`src/rtl/pipe_ctrl.sv`:
```
// Stall/flush controller for the five-stage pipeline: load-use bubbles, deferred ID jumps, EX cancel.
// Optional perf counters are built when PIPE_CTRL_PERF_EN is defined.
package pipe_ctrl_pkg;
  localparam int StallLevelLen = 2;
  localparam int JumpInfoLen   = 2;
  localparam logic [StallLevelLen-1:0] Stall_Null   = 2'd0;
  localparam logic [StallLevelLen-1:0] Stall_Decode = 2'd1;
  localparam logic [StallLevelLen-1:0] Stall_Issue  = 2'd2;
  localparam logic [StallLevelLen-1:0] Stall_All    = 2'd3;
  localparam int Jump_ID = 0;
  localparam int Jump_EX = 1;
endpackage

module pipe_ctrl
  import pipe_ctrl_pkg::*;
#(
  parameter int LU_CYCLES = 1
) (
  input  logic                     clk,
  input  logic                     rst,
  input  logic                     if_stall_req,
  input  logic                     id_lu_req,
  input  logic                     id_jump_req,
  input  logic                     ex_jump_req,
  input  logic                     mem_stall_req,
  output logic [StallLevelLen-1:0] stall_command,
  output logic [JumpInfoLen-1:0]   jp,
  output logic [31:0]              stall_cycles,
  output logic [15:0]              flush_count
);

  typedef enum logic [1:0] {
    RUN,
    LU_HOLD,
    MEM_WAIT
  } state_e;

  localparam logic [2:0] LuLoad = 3'(LU_CYCLES - 1);

  state_e     state_q, state_d;
  logic [2:0] lu_cnt_q, lu_cnt_d;
  logic       pend_id_q, pend_id_d;
  logic       lu_busy;
  logic       front_held;
  logic       id_want;

  always_ff @(posedge clk or posedge rst) begin
    if (rst) begin
      state_q   <= RUN;
      lu_cnt_q  <= 3'd0;
      pend_id_q <= 1'b0;
    end else begin
      state_q   <= state_d;
      lu_cnt_q  <= lu_cnt_d;
      pend_id_q <= pend_id_d;
    end
  end

  // MEM_WAIT with a live count is a suspended bubble; it resumes the
  // same cycle mem_stall_req drops so no extra dead cycle appears.
  always_comb begin
    lu_busy = (state_q == LU_HOLD) ||
              (state_q == MEM_WAIT && lu_cnt_q != 3'd0);
    id_want = id_jump_req | pend_id_q;

    stall_command = Stall_Null;
    if (rst)
      stall_command = Stall_Null;
    else if (mem_stall_req)
      stall_command = Stall_All;
    else if (lu_busy || id_lu_req)
      stall_command = Stall_Issue;
    else if (if_stall_req)
      stall_command = Stall_Decode;

    front_held = (stall_command == Stall_All) ||
                 (stall_command == Stall_Issue);

    jp = '0;
    jp[Jump_EX] = ex_jump_req & ~rst;
    jp[Jump_ID] = id_want & ~ex_jump_req & ~front_held & ~rst;
  end

  always_comb begin
    state_d   = state_q;
    lu_cnt_d  = lu_cnt_q;
    pend_id_d = 1'b0;

    if (!ex_jump_req && front_held && id_want)
      pend_id_d = 1'b1;

    if (mem_stall_req) begin
      state_d = MEM_WAIT;
      if (ex_jump_req)
        lu_cnt_d = 3'd0;
    end else if (ex_jump_req) begin
      state_d  = RUN;
      lu_cnt_d = 3'd0;
    end else if (id_lu_req) begin
      lu_cnt_d = LuLoad;
      state_d  = (LuLoad != 3'd0) ? LU_HOLD : RUN;
    end else if (lu_busy) begin
      if (lu_cnt_q <= 3'd1) begin
        state_d  = RUN;
        lu_cnt_d = 3'd0;
      end else begin
        state_d  = LU_HOLD;
        lu_cnt_d = lu_cnt_q - 3'd1;
      end
    end else begin
      state_d = RUN;
    end
  end

`ifdef PIPE_CTRL_PERF_EN
  logic [31:0] stall_cycles_q, stall_cycles_d;
  logic [15:0] flush_count_q, flush_count_d;

  always_ff @(posedge clk or posedge rst) begin
    if (rst) begin
      stall_cycles_q <= '0;
      flush_count_q  <= '0;
    end else begin
      stall_cycles_q <= stall_cycles_d;
      flush_count_q  <= flush_count_d;
    end
  end

  always_comb begin
    stall_cycles_d = stall_cycles_q;
    flush_count_d  = flush_count_q;
    if (stall_command != Stall_Null && stall_cycles_q != '1)
      stall_cycles_d = stall_cycles_q + 32'd1;
    if (jp[Jump_EX] && flush_count_q != '1)
      flush_count_d = flush_count_q + 16'd1;
  end

  assign stall_cycles = stall_cycles_q;
  assign flush_count  = flush_count_q;
`else
  assign stall_cycles = '0;
  assign flush_count  = '0;
`endif

endmodule
```
`config.mk`:
```
export PLATFORM = sky130hd
export DESIGN_NAME = pipe_ctrl
export DESIGN_NICKNAME = d
export VERILOG_FILES = /design/src/rtl/pipe_ctrl.sv
export SDC_FILE = /design/constraint.sdc
export NUM_CORES = 1
export LEC_CHECK = 0
export BUFFER_PORTS_ARGS = -buffer_cell sky130_fd_sc_hd__buf_2
export CAP_MARGIN = 20
export CORE_MARGIN = 3
export CORE_UTILIZATION = 42
export CTS_CLUSTER_DIAMETER = 40
export DETAILED_ROUTE_END_ITERATION = 16
export GPL_ROUTABILITY_DRIVEN = 0
export PLACE_DENSITY = 0.85
export SETUP_SLACK_MARGIN = 0.2
export SLEW_MARGIN = 20
export SYNTH_ARGS = -nofsm -noshare
export SYNTH_HDL_FRONTEND = slang
export SYNTH_SLANG_ARGS = --single-unit
```
`constraint.sdc`:
```
create_clock -name clk -period 3.7 [get_ports clk]
set_clock_uncertainty 0.05 [all_clocks]
set_input_delay 0.74 -clock clk [delete_from_list [all_inputs] [get_ports clk]]
set_output_delay 0.74 -clock clk [all_outputs]
set_load 0.02 [all_outputs]
```
### Yosys cells after proc, flatten, opt, wreduce, memory -nomap -nowiden

Cells that the tools add are included.

| cells by class | value |
|---|---|
| reductions and logical operators | 10 |
| bitwise operators | 8 |
| muxes and demuxes | 16 |
| equality and inequality tests | 5 |
| add/sub/neg operators | 1 |
| order comparisons | 1 |

Operators with widths:

| kind | count |
|---|---|
| $mux 3 | 6 |
| $mux 2 | 7 |
| $eq 2x2->1 const B | 3 |
| $reduce_bool 3->1 | 2 |
| $and 1x1->1 | 4 |
| $le 3x1->1 const B | 1 |
| $logic_and 1x1->1 | 3 |
| $logic_or 1x1->1 | 3 |
| $mux 1 | 3 |
| $not 1->1 | 3 |
| $sub 3x1->3 const B | 1 |
| $eq 2x1->1 const B | 1 |
| $ne 2x2->1 const B | 1 |
| $reduce_and 2->1 | 1 |
| $logic_not 1->1 | 1 |
| $or 1x1->1 | 1 |

| word-level totals | value |
|---|---|
| register bits after elaboration | 6 |
| output and inout port bits | 52 |
| logic and storage cells | 44 |

### Longest topological paths before layout

| depth | value |
|---|---|
| depth after elaboration | 12 |
| mapped depth | 6 |

### Least setup slack after synthesis

OpenSTA, ideal clock, no wires.

| timing | value |
|---|---|
| kind | register to output |
| start | register lu_cnt_q[0] |
| end | output port jp[0] |
| path slack | 1.391 ns |
| stages on the path, launching flop included | 7 |
| arrival time | 1.519 ns |
| buffers on the path | 0 |
| required time | 2.910 ns |
| cell sequence | dfrtp_1 > inv_1 > ha_1 > nand2b_4 > a211oi_2 > nor2b_4 > nor4b_4 |

| on the way | value |
|---|---|
| word-level cells in the longest chain between the ends | 12 |
| elaborated cells between the ends (all ways) | 13 |

Ends and longest elaborated chain:

| what | RTL line | source |
|---|---|---|
| from (decl) | 41 | `logic [2:0] lu_cnt_q, lu_cnt_d;` |
| from (signal assigned) | 54 | `lu_cnt_q <= lu_cnt_d;` |
| $reduce_bool 3->1 (*) | 63 | `(state_q == MEM_WAIT && lu_cnt_q != 3'd0);` |
| $logic_and 1x1->1 (*) | 63 |  |
| $logic_or 1x1->1 (*) | 62 | `lu_busy = (state_q == LU_HOLD) \|\|` |
| $logic_or 1x1->1 (*) | 71 | `else if (lu_busy \|\| id_lu_req)` |
| $mux 2 (*) | 71 |  |
| $mux 2 (*) | 69 | `else if (mem_stall_req)` |
| $mux 2 (*) | 67 | `if (rst)` |
| $eq 2x2->1 (on tied branches) | 76, 77 |  |
| $logic_or 1x1->1 (*) | 76 | `front_held = (stall_command == Stall_All) \|\|` |
| $not 1->1 (*) | 81 | `jp[Jump_ID] = id_want & ~ex_jump_req & ~front_held & ~rst;` |
| $and 1x1->1 (*) (2 in series) | 81 |  |
| to (decl) | 27 | `output logic [JumpInfoLen-1:0] jp,` |

Mark *: on every way between the ends. The rest lies on a longest branch, timed or not.

### Final worst setup path

Ends and elaborated chain as after synthesis.

==> impl_results.md <==
* DRC violation count after routing at 0
* Routed wirelength normalized by instance count at 9.131 µm
* Number of H-tree levels at 1
* Min-Delay Path Class: primary input to async pin
* Relative contribution of the clock network to total power at 0.305
* Number of top-level design ports at 59
* Result of the run: completed
* Synthesized instance count at 86
* Postcts setup bufs at 0
* Met3 Resource Use GR at 0.02583
* Maximum number of buffers from clock root to sink at 2
* Routed wire length at 1114 µm
* Sequential group share of total power at 0.356
* Crit start category: flip-flop
* Pint at 0.1113 mW
* Avg Cell Area, Syn at 8.729 µm²
* Combinational Power Share at 0.339
* Post-DP HPWL at 978.1 µm
* Final critical path time including I/O delays and setup at 2.725 ns
* Die area at 2330 µm²
* Fraction of layout instances using a drive strength above 1 at 0.1735
* Switching power as a share of total power at 0.4111
* Portion of synthesized cell area occupied by the leading cell type at 0.4800
* Final hold violation count at 0
* Busiest layer in global routing: met2
* Commonest cells after routing, fill and taps aside: conb_1 (48), buf_2 (10), inv_1 (6), dfrtp_1 (6)
* First-pass GRT wire length at 1324 µm
* Power per Cell Area at 282.4 nW/µm²
* Number of antenna violations at the first check in global routing at 0
* Period Utilization, post-route at 0.7364
* Max-slew violation count at 0
* Static Leakage at 0.3907 nW
* Antenna diode count at 0
* CP Class: flip-flop to output port
* Core ar. at 1594 µm²
* CTS tree: done
* First-pass iteration count of the detailed router at 3
* Global-route congestion overflow total at 0
* Unrepaired setup endpoints after global routing: no
* Sinks on Clock Net at 6
* Net switching power of the design at 0.07770 mW
* GR Layer Usage met1 at 0.08296
* Part of the Yosys area used for sequential elements at 0.2000
* Ranking of synthesized cells by area: buf_4 (48%), dfrtp_1 (20%), ha_1 (5.0%)
* Clock latency of the later-clocked register in the worst-skew pair at 0.24 ns
* Net total in the final layout at 110
* Number of vias per cell after detailed routing at 3.574
* Total via count after detailed routing at 436
* Type of element capturing the critical path: output port
* Netlist area before placement at 750.7 µm²
* GRT Util Overall at 0.08365
* CTS Hold Bufs at 0
* Distinct cell type count after synthesis at 23
* Max VDD drop at 0.1205 mV
* Highest net fanout along the worst path at 4
* Warning count from the yosys run at 0
* TritonCTS buffer count at 3
* Max Clk Rate at 0.3670 GHz
* Port Buf Inserts at 10
* Hold WS at 0.4168 ns
* Horizontal extent of the die at 48.28 µm
* Number of instances resized during post-cts repair at 0
* Layout overhead on the synthesized area at -10.83%
* Max_cap viols at 0
* Chip height at 48.28 µm
* DRC violation total after the first TritonRoute iteration at 5
* Most area-hungry cell type in the Yosys netlist: buf_4
* Flip-flop and latch count after synthesis at 6
* Commonest non-fill, non-tap cell in the layout: conb_1
* Endpoints failing setup at 0
* Total negative slack at 0 ns
* Data required, critical path at 2.91 ns
* Clock slew at reported path FFs at 0.04 ns
* Number of global-route vias before repair at 339
* Pin count of the biggest net entering global routing at 7
* Endpoint arrival time on the critical path at 1.93 ns
* Site Rows at 14
* Count of nets left with antenna violations after detail routing at 0
* Met2 usage at 0.1510
* Root buf cell: clkbuf_4
* Starting Density at 0.4710
[state kept, by name, summed over array words and instances, names as in the netlist]
signal,count
lu_cnt_q,3
state_q,2
pend_id_q,1
[power groups by stage]
stage / registers (mW) / clock network [mW] / logic [mW]
3_5_place_dp: 0.0683 / 0 / 0.0627
5_1_grt: 0.0674 / 0.0660 / 0.0694
3_3_place_gp: 0.0681 / 0 / 0.0617
2_1_floorplan: 0.0681 / 0 / 0.0923
6_report: 0.0674 / 0.0576 / 0.0641
4_1_cts: 0.0673 / 0.0604 / 0.0627
[final cells by class]
class / instances / area, µm²
clock buffer: 3 / 22.52
timing repair buffer: 10 / 50.05
inverter: 6 / 22.52
tap: 24 / 30.03
sequential: 6 / 150.1
multi-input combinational: 73 / 394.1
fill: 167 / 924.6
[per-layer routing]
metal,vias up,part of all wire
met5,-,0
met2,34,0.55
li1,205,-
met1,197,0.31
met4,0,0
met3,0,0.13
[critical path, cell delays in order (launching register included)]
cell	delay [ns]
dfrtp_1	0.38
inv_1	0.14
ha_1	0.25
nand2b_4	0.06
a211oi_2	0.27
nor2b_4	0.21
nor4b_4	0.20
buf_2	0.20
[path summary, 6_finish.rpt]
check / start / to / slack, ns / depth (start not counted)
setup / recovery: lu_cnt_q[0] / jp[0] / 0.98 / 7
hold / removal: rst / lu_cnt_q[1] / 0.42 / 2
setup reg to reg: lu_cnt_q[0] / lu_cnt_q[2] / 2.11 / 6
hold reg to reg: lu_cnt_q[0] / lu_cnt_q[0] / 0.57 / 2
max in group asynchronous: rst / state_q[1] / 3.00 / 2
min in group clk: lu_cnt_q[0] / lu_cnt_q[0] / 0.57 / 2
[per-stage QoR]
step,setup WS (ns),cell area (µm²),cells,utilization,power [mW]
2_1_floorplan,1.391,927.1,133,-,0.1604
3_3_place_gp,1.278,646.9,119,0.4058,0.1299
3_5_place_dp,1.223,646.9,119,0.4058,0.1309
6_report,0.9752,669.4,122,0.4199,0.1890
5_1_grt,0.8510,669.4,122,0.4199,0.2027
4_1_cts,0.9554,669.4,122,0.4199,0.1904
[kinds of logic after synthesis]
logic type,Yosys count,synth area share
AOI/OAI and AO/OA,8,0.08000
adders and majority gates,3,0.05001
buffers and inverters,54,0.5100
DFF,6,0.2000
muxes,1,0.01333
other,1,0.004995
and+or+nand+nor,13,0.1417
[Yosys cell counts (all sizes together)]
library cell   n
nand3b         1
nor2           3
a21oi          1
nand4          1
o22ai          1
a221oi         1
conb           1
nor3           1
o21a           1
nor4b          1
o21ai          1
a211oi         1
ha             3
dfrtp          6
o21bai         1
o211ai         1
nor2b          4
buf           48
mux2i          1
nor4           1
inv            6
nand2b         1
No activity file was read; power rests on OpenSTA's default activity.
